## config.mk

```make
export PLATFORM = sky130hd
export DESIGN_NAME = ram1r1w_fifo_ctrl
export DESIGN_NICKNAME = d
export VERILOG_FILES = /design/src/rtl/ram1r1w_fifo_ctrl.sv
export SDC_FILE = /design/constraint.sdc
export NUM_CORES = 1
export LEC_CHECK = 0
export ABC_AREA = 1
export BUFFER_PORTS_ARGS = -buffer_cell sky130_fd_sc_hd__buf_2
export CELL_PAD_IN_SITES_DETAIL_PLACEMENT = 0
export CELL_PAD_IN_SITES_GLOBAL_PLACEMENT = 1
export CORE_ASPECT_RATIO = 1.2
export CORE_MARGIN = 2
export CORE_UTILIZATION = 40
export CTS_CLUSTER_SIZE = 24
export DETAILED_ROUTE_END_ITERATION = 12
export GPL_TIMING_DRIVEN = 0
export PLACE_DENSITY = 0.7
export SKIP_CTS_REPAIR_TIMING = 1
export SYNTH_ARGS = -nofsm -noshare
export SYNTH_HDL_FRONTEND = slang
export SYNTH_HIERARCHICAL = 1
export SYNTH_SLANG_ARGS = --single-unit
```

## constraint.sdc

```tcl
create_clock -name clk -period 2.5 [get_ports clk]
set_input_delay 0.375 -clock clk [delete_from_list [all_inputs] [get_ports clk]]
set_output_delay 0.375 -clock clk [all_outputs]
set_load 0.01 [all_outputs]
```

## src/rtl/ram1r1w_fifo_ctrl.sv

```systemverilog
// First-word-fall-through FIFO built around a RAM whose read port is registered.
// The head word is prefetched one cycle ahead, and a bypass register covers same-cycle write/read collisions.

module ram1r1w #(
  parameter int WIDTH    = 32,
  parameter int LG_DEPTH = 4
) (
  input  logic                clk,
  input  logic                wr_en,
  input  logic [LG_DEPTH-1:0] wr_addr,
  input  logic [WIDTH-1:0]    wr_data,
  input  logic [LG_DEPTH-1:0] rd_addr,
  output logic [WIDTH-1:0]    rd_data
);
  localparam int DEPTH = 1 << LG_DEPTH;

  logic [WIDTH-1:0] mem [DEPTH];

  // A read and a write to the same address in one cycle returns the old word.
  always_ff @(posedge clk) begin
    if (wr_en) mem[wr_addr] <= wr_data;
    rd_data <= mem[rd_addr];
  end
endmodule

module ram1r1w_fifo_ctrl #(
  parameter int WIDTH    = 32,
  parameter int LG_DEPTH = 4
) (
  input  logic                clk,
  input  logic                reset,
  input  logic                push,
  input  logic [WIDTH-1:0]    push_data,
  input  logic                pop,
  output logic [WIDTH-1:0]    head_data,
  output logic                empty,
  output logic                full,
  output logic [LG_DEPTH:0]   count,
  output logic                err_overflow,
  output logic                err_underflow
);
  localparam logic [LG_DEPTH-1:0] PTR_ONE   = 1;
  localparam logic [LG_DEPTH:0]   CNT_ONE   = 1;
  localparam logic [LG_DEPTH:0]   DEPTH_CNT = (LG_DEPTH+1)'(1 << LG_DEPTH);

  logic [LG_DEPTH-1:0] wr_ptr;
  logic [LG_DEPTH-1:0] rd_ptr;
  logic [LG_DEPTH-1:0] rd_addr;
  logic [LG_DEPTH:0]   count_next;
  logic [WIDTH-1:0]    ram_rd_data;
  logic [WIDTH-1:0]    bypass_q;
  logic                bypass_sel;
  logic                push_acc;
  logic                pop_acc;
  logic                collide;

  assign push_acc = push & ~full;
  assign pop_acc  = pop & ~empty;
  // Read one slot ahead on a pop so the next head is on rd_data right after the pop.
  assign rd_addr  = pop_acc ? rd_ptr + PTR_ONE : rd_ptr;
  assign collide  = push_acc && (wr_ptr == rd_addr);

  always_comb begin
    count_next = count;
    if (push_acc && !pop_acc)      count_next = count + CNT_ONE;
    else if (pop_acc && !push_acc) count_next = count - CNT_ONE;
  end

  ram1r1w #(
    .WIDTH    (WIDTH),
    .LG_DEPTH (LG_DEPTH)
  ) u_ram (
    .clk     (clk),
    .wr_en   (push_acc & ~reset),
    .wr_addr (wr_ptr),
    .wr_data (push_data),
    .rd_addr (rd_addr),
    .rd_data (ram_rd_data)
  );

  always_ff @(posedge clk) begin
    if (reset) begin
      wr_ptr        <= '0;
      rd_ptr        <= '0;
      count         <= '0;
      empty         <= 1'b1;
      full          <= 1'b0;
      err_overflow  <= 1'b0;
      err_underflow <= 1'b0;
      bypass_sel    <= 1'b0;
      bypass_q      <= '0;
    end else begin
      if (push_acc) wr_ptr <= wr_ptr + PTR_ONE;
      if (pop_acc)  rd_ptr <= rd_ptr + PTR_ONE;
      count <= count_next;
      empty <= (count_next == '0);
      full  <= (count_next == DEPTH_CNT);
      if (push && full)  err_overflow  <= 1'b1;
      if (pop && empty)  err_underflow <= 1'b1;
      // The RAM returns stale data on a collision, so the written word is held for one cycle.
      bypass_sel <= collide;
      if (collide) bypass_q <= push_data;
    end
  end

  assign head_data = bypass_sel ? bypass_q : ram_rd_data;
endmodule
```

==> flow_metrics.py, run 1 <==
metrics = {
    "logic_synthesis": {
        "synth_nets": 2549,
        "synth_seq_cells": 594,
        "synthDistinctLibCells": 27,
        "synth_top_family_by_area": "simple AND/OR/NAND/NOR gates",
        "yosys_warnings": 6,
        "synth_fa_ha_area_share_pct": 0.196,
        "yosysSeqAreaShare_pct": 66.8,
        "synth_xor_area_share_pct": 0.0687,
        "synthSimpleGateAreaFrac_pct": 21.5,
        "synth.area.mux_share_pct": 1.41,
        "netlist_instances": 2509,
        "syn_area_um2": 25500,
        "syn_avg_cell_area_um2": 10.2,
        "synth-compound-area-share_pct": 0.285,
    },
    "power": {
        "peakVddDrop_uv": 648,
        "powerDensity_nw_per_um2": 967,
        "p_leak_nw": 12.7,
    },
    "floorplanning": {
        "core-area_um2": 63200,
        "num_io_pins": 77,
        "die_w_um": 234,
        "rows": 101,
        "fp.dieH_um": 280,
        "initial_core_util_pct": 40.3,
        "die-area_um2": 65700,
    },
    "cts": {
        "cts.sinks": 594,
        "cts-root-buf": "clkbuf_16",
        "tritoncts": "done",
        "worstSkewPairLatency_ns": 0.62,
        "clock_path_buffers": 3,
        "clk_pin_slew_worst_paths_ns": 0.06,
        "htreeDepth": 2,
        "cts_made_buffers": 59,
    },
    "critical_path": {
        "critPathSlowestCell": "dfxtp_2",
        "arrival_ns": 2.05,
        "ff2ff_path_depth": 6,
        "cpPeakStageDelay_ns": 0.51,
        "critPathRequiredTime_ns": 2.12,
        "r2r_end": "u_ram/mem[10][18]",
        "worstSetupPathType": "reg2out",
        "critPathBufInv": 2,
        "cp_top_family": "flip-flops",
        "path_max_fanout": 10,
        "cp-start-kind": "register",
        "path_cells": "clkbuf_2 > mux2_2 > buf_2",
        "worstSetupEndpointType": "output port",
        "reg2reg_from": "full",
        "reg2reg_slack_ns": 0.09,
    },
    "grt": {
        "track_usage_pct": 23.2,
        "antenna_found_initial": 0,
        "grt_max_degree": 21,
        "grt_pass1_wl_mm": 110,
        "grt_pass1_vias": 17200,
        "overflow": 0,
    },
    "finish": {
        "syn_to_final_growth_pct": 15.8,
        "final_util_pct": 46.7,
        "antenna_cells": 0,
        "multi_input_area_um2": 6120,
        "fin_nets": 2710,
        "fillers": 5757,
        "drive_above_1_share_pct": 13.3,
        "ff_latch_area_um2": 17000,
        "finalInstanceArea_um2": 29500,
    },
    "sta": {
        "setup_violations": 0,
        "period_share_pct": 97.1,
        "tns_ns": 0,
        "fin_crit_ns": 2.43,
        "slew_headroom_pct": 33.9,
        "max_freq_mhz": 412,
        "tightest_slew_ns": 0.991,
        "finalWorstSetupSlack_ns": 0.0722,
        "worst_clock_skew_ns": 0.0162,
        "rsz0062_at_grt": "yes",
        "maxSlewViolCount": 0,
        "finalHoldViolations": 0,
    },
    "status": {
        "status": "finished clean",
    },
    "detailed_routing": {
        "wire_per_inst_um": 21.4,
        "routed_via_density": 5.01,
        "drtIter0Drc": 1562,
        "highest_layer": "met4",
        "wl_met3_mm": 5.11,
        "wl_mm": 75.7,
        "m1WireLength_mm": 30.3,
        "drtAntennaViolNets": 0,
        "drc": 0,
        "dr_wl_met2_mm": 37.3,
        "num_vias": 17800,
        "dr.pass1.iters": 5,
    },
    "min_path": {
        "hold_depth": 2,
        "min-delay-start": "reset",
        "hold_end": "count[2]",
        "holdCritPathClass": "in2reg",
    },
    "placed_design": {
        "preCtsSetupSlack_ns": -0.290,
        "placed_area_um2": 27400,
        "place.gp.congestion": 0.827,
        "dpl.hpwl_mm": 49.3,
        "io_buffers": 76,
    },
    "run": {
        "maxCapViolCount": 0,
    },
}
-- sequential cells by signal (all words and copies together), names as in the netlist, 4 cells and up --
name	flops
u_ram/rd_data	32
bypass_q	32
wr_ptr	4
rd_ptr	4
u_ram/mem	512
count	5
-- metal layers --
| metal | vias up | track usage, % |
|---|---|---|
| li1 | 8430 | - |
| met1 | 8560 | 29.3 |
| met2 | 604 | 39.6 |
| met3 | 157 | 4.12 |
| met4 | 0 | 9.05 |
| met5 | - | 0 |
-- synth_stat cells --
cell / n / share of area, %
a21oi_1: 6 / 0.12
buf_1: 20 / 0.29
buf_12: 1 / 0.079
buf_2: 50 / 0.98
buf_4: 6 / 0.18
buf_6: 32 / 1.4
clkbuf_1: 16 / 0.24
dfxtp_1: 82 / 6.4
edfxtp_1: 512 / 60
ha_1: 4 / 0.20
inv_1: 441 / 6.5
inv_2: 3 / 0.044
inv_4: 1 / 0.025
mux2_2: 32 / 1.4
nand2_1: 747 / 11
nand3_1: 400 / 7.9
nand3_2: 1 / 0.039
nand3b_1: 5 / 0.15
nand4_1: 34 / 0.83
nor2_1: 103 / 1.5
nor2_2: 1 / 0.025
nor2_4: 1 / 0.044
nor3_1: 2 / 0.039
o21ai_0: 5 / 0.098
o21bai_2: 1 / 0.044
o22ai_1: 1 / 0.025
xor2_1: 2 / 0.069
-- worst max path at each step --
stage | from | endpoint | slack [ns] | depth (start not counted)
5_1_grt | empty | u_ram/rd_data[30] | -0.0006 | 12
3_3_place_gp | reset | u_ram/mem[8][13] | -2.54 | 5
3_5_place_dp | reset | u_ram/mem[9][13] | -0.29 | 6
2_1_floorplan | reset | u_ram/mem[12][0] | -0.22 | 4
4_1_cts | bypass_sel | head_data[11] | -0.75 | 4
6_report | bypass_sel | head_data[9] | 0.07 | 3
-- cell families (layout without fill, tap and decap cells) --
family,count (synthesis),count (layout)
XOR/XNOR,2,2
AO/OA/AOI/OAI,13,13
multiplexers,32,32
flip-flops,594,594
AND/OR/NAND/NOR,1294,1294
buffers and inverters,570,781
adder cells (fa/ha/maj),4,4
-- power breakdown --
| group | internal [mW] | leakage (nW) | switching, mW |
|---|---|---|---|
| clock network | 4.94 | 0.932 | 3.75 |
| logic | 2.65 | 6.46 | 5.67 |
| registers | 11.3 | 5.29 | 0.202 |
| total | 18.9 | 12.7 | 9.62 |
-- per-stage QoR --
| step | hold slack, ns | total power, mW | instances |
|---|---|---|---|
| 6_report | 0.00757 | 28.5 | 3544 |
| 5_1_grt | 0.00167 | 29.9 | 3544 |
| 4_1_cts | -0.0239 | 28.6 | 3536 |
| 3_5_place_dp | 0.463 | 19.9 | 3425 |
| 3_3_place_gp | 0.448 | 19.8 | 3409 |
| 2_1_floorplan | 0.444 | 16.7 | 2509 |
-- placed cells by master (no fill, tap or decap), types with 34 or more instances in the layout --
master,count
nand2_1,747
edfxtp_1,512
inv_1,441
nand3_1,399
buf_2,116
nor2_1,85
dfxtp_1,81
clkbuf_16,59
nand4_1,34
-- layout make-up --
cell class / count / share of cell area, %
plain buffers: 123 / 2.92
clock buffers: 75 / 5.31
clock inverters: 36 / 1.06
inverters: 445 / 5.67
multi-input cells: 1345 / 20.7
flip-flops and latches: 594 / 57.7
well taps: 824 / 3.50
repair buffers: 102 / 3.11
Note: power is estimated with default switching activity, not from simulation.
==> inputs of run 2 (changes only) <==
--- a/config.mk
+++ b/config.mk
@@ -16,6 +16,7 @@
 export DETAILED_ROUTE_END_ITERATION = 12
 export GPL_TIMING_DRIVEN = 0
 export PLACE_DENSITY = 0.7
+export SETUP_SLACK_MARGIN = 0.2
 export SKIP_CTS_REPAIR_TIMING = 1
 export SYNTH_ARGS = -nofsm -noshare
 export SYNTH_HDL_FRONTEND = slang
==> flow_metrics.py, run 2 (same netlist as run 1, synthesis figures left out) <==
metrics = {
    "sta": {
        "rsz0062_at_grt": "yes",
        "worst_hold_slack_ns": 0.00554,
        "period_share_pct": 90.3,
        "tightest_slew_ns": 1.01,
        "max_freq_mhz": 443,
        "finalWorstSetupSlack_ns": 0.242,
        "finalHoldViolations": 0,
        "setup_violations": 0,
        "maxSlewViolCount": 0,
        "slew_headroom_pct": 32.6,
        "worst_clock_skew_ns": 0.0177,
        "fin_crit_ns": 2.26,
    },
    "min_path": {
        "holdCritPathClass": "in2reg",
        "min-delay-start": "reset",
        "hold_depth": 2,
        "hold_end": "count[2]",
    },
    "cts": {
        "cts_made_buffers": 59,
        "clk_pin_slew_worst_paths_ns": 0.06,
        "tritoncts": "done",
        "htreeDepth": 2,
        "cts-root-buf": "clkbuf_16",
        "clock_path_buffers": 3,
        "cts.sinks": 594,
        "worstSkewPairLatency_ns": 0.63,
    },
    "finish": {
        "largest-register": "u_ram/mem",
        "final_common_cell": "nand2_1",
        "largest_reg_flops": 512,
        "layout_common_cells": "nand2_1, edfxtp_1, inv_1, nand3_1, buf_2",
        "syn_to_final_growth_pct": 16.9,
        "reg.largest.list": "u_ram/mem x512, bypass_q x32, u_ram/rd_data x32",
        "antenna_cells": 0,
        "final_util_pct": 47.1,
        "drive_above_1_share_pct": 13.9,
        "fin_nets": 2719,
    },
    "critical_path": {
        "cpPeakStageDelay_ns": 0.37,
        "path_max_fanout": 10,
        "critPathBufInv": 3,
        "worst-path-stages": 4,
        "critPathRequiredTime_ns": 2.12,
        "reg2reg_slack_ns": 0.28,
        "arrival_ns": 1.88,
        "r2r_end": "u_ram/rd_data[8]",
        "critPathSlowestCell": "mux2_2",
        "worstSetupPathType": "reg2out",
        "cp-start-kind": "register",
        "cp_top_family": "buffers and inverters",
        "reg2reg_from": "rd_ptr[0]",
        "ff2ff_path_depth": 12,
        "path_cells": "buf_4 > buf_8 > mux2_2 > buf_2",
        "worstSetupEndpointType": "output port",
    },
    "power": {
        "power.total_mw": 28.7,
        "p_leak_nw": 12.8,
        "peakVddDrop_uv": 635,
        "powerDensity_nw_per_um2": 963,
    },
    "detailed_routing": {
        "routed_via_density": 5.01,
        "wire_per_inst_um": 21.3,
        "drtAntennaViolNets": 0,
        "num_vias": 17800,
        "wl_mm": 75.7,
        "dr.pass1.iters": 6,
        "drc": 0,
        "drtIter0Drc": 1549,
    },
    "placed_design": {
        "io_buffers": 76,
        "preCtsSetupSlack_ns": -0.290,
        "dpl.hpwl_mm": 49.3,
        "place.gp.congestion": 0.827,
    },
    "floorplanning": {
        "initial_core_util_pct": 40.3,
        "die-area_um2": 65700,
        "num_io_pins": 77,
        "die_w_um": 234,
        "core-area_um2": 63200,
        "rows": 101,
        "fp.dieH_um": 280,
    },
    "grt": {
        "antenna_found_initial": 0,
        "grt_max_degree": 21,
        "track_usage_pct": 23.2,
        "grt_pass1_wl_mm": 110,
        "overflow": 0,
        "grt_pass1_vias": 17200,
    },
    "status": {
        "status": "finished clean",
    },
    "run": {
        "maxCapViolCount": 0,
    },
}
run 2: metal layers:
layer	part of all wire (%)	global-route usage [%]	vias to the layer above	wire length, um
li1	-	-	8449	-
met1	40	29.3	8536	30000
met2	50	39.6	642	37500
met3	6.9	4.12	156	5230
met4	3.9	9.05	0	2970
met5	0	0	-	0
run 2: per-stage QoR:
step	area [um2]	setup TNS, ns	cells
5_1_grt	29800	0	3553
3_3_place_gp	26900	-1087.39	3409
3_5_place_dp	27400	-71.54	3425
2_1_floorplan	25500	-95.16	2509
4_1_cts	29200	-19.40	3536
6_report	29800	0	3553
run 2: final cells by class:
class,count,area (um2)
Timing Repair Buffer,109,1060
Clock buffer,75,1570
Multi-Input combinational cell,1345,6120
Inverter,445,1670
Buffer,125,996
Sequential cell,594,17000
Fill cell,5730,33400
Tap cell,824,1030
Clock inverter,36,314
run 2: how the worst max path moves through the flow:
stage	startpoint	to	slack, ns
global placement	reset	u_ram/mem[8][13]	-2.54
detailed placement	reset	u_ram/mem[9][13]	-0.29
finish	bypass_sel	head_data[13]	0.24
floorplan	reset	u_ram/mem[12][0]	-0.22
global route	rd_ptr[1]	u_ram/rd_data[29]	0.15
CTS	bypass_sel	head_data[11]	-0.75
run 2: where the power goes:
group,internal [mW],switching (mW)
logic,2.80,5.68
clock network,4.94,3.78
registers,11.3,0.190
total,19.0,9.65
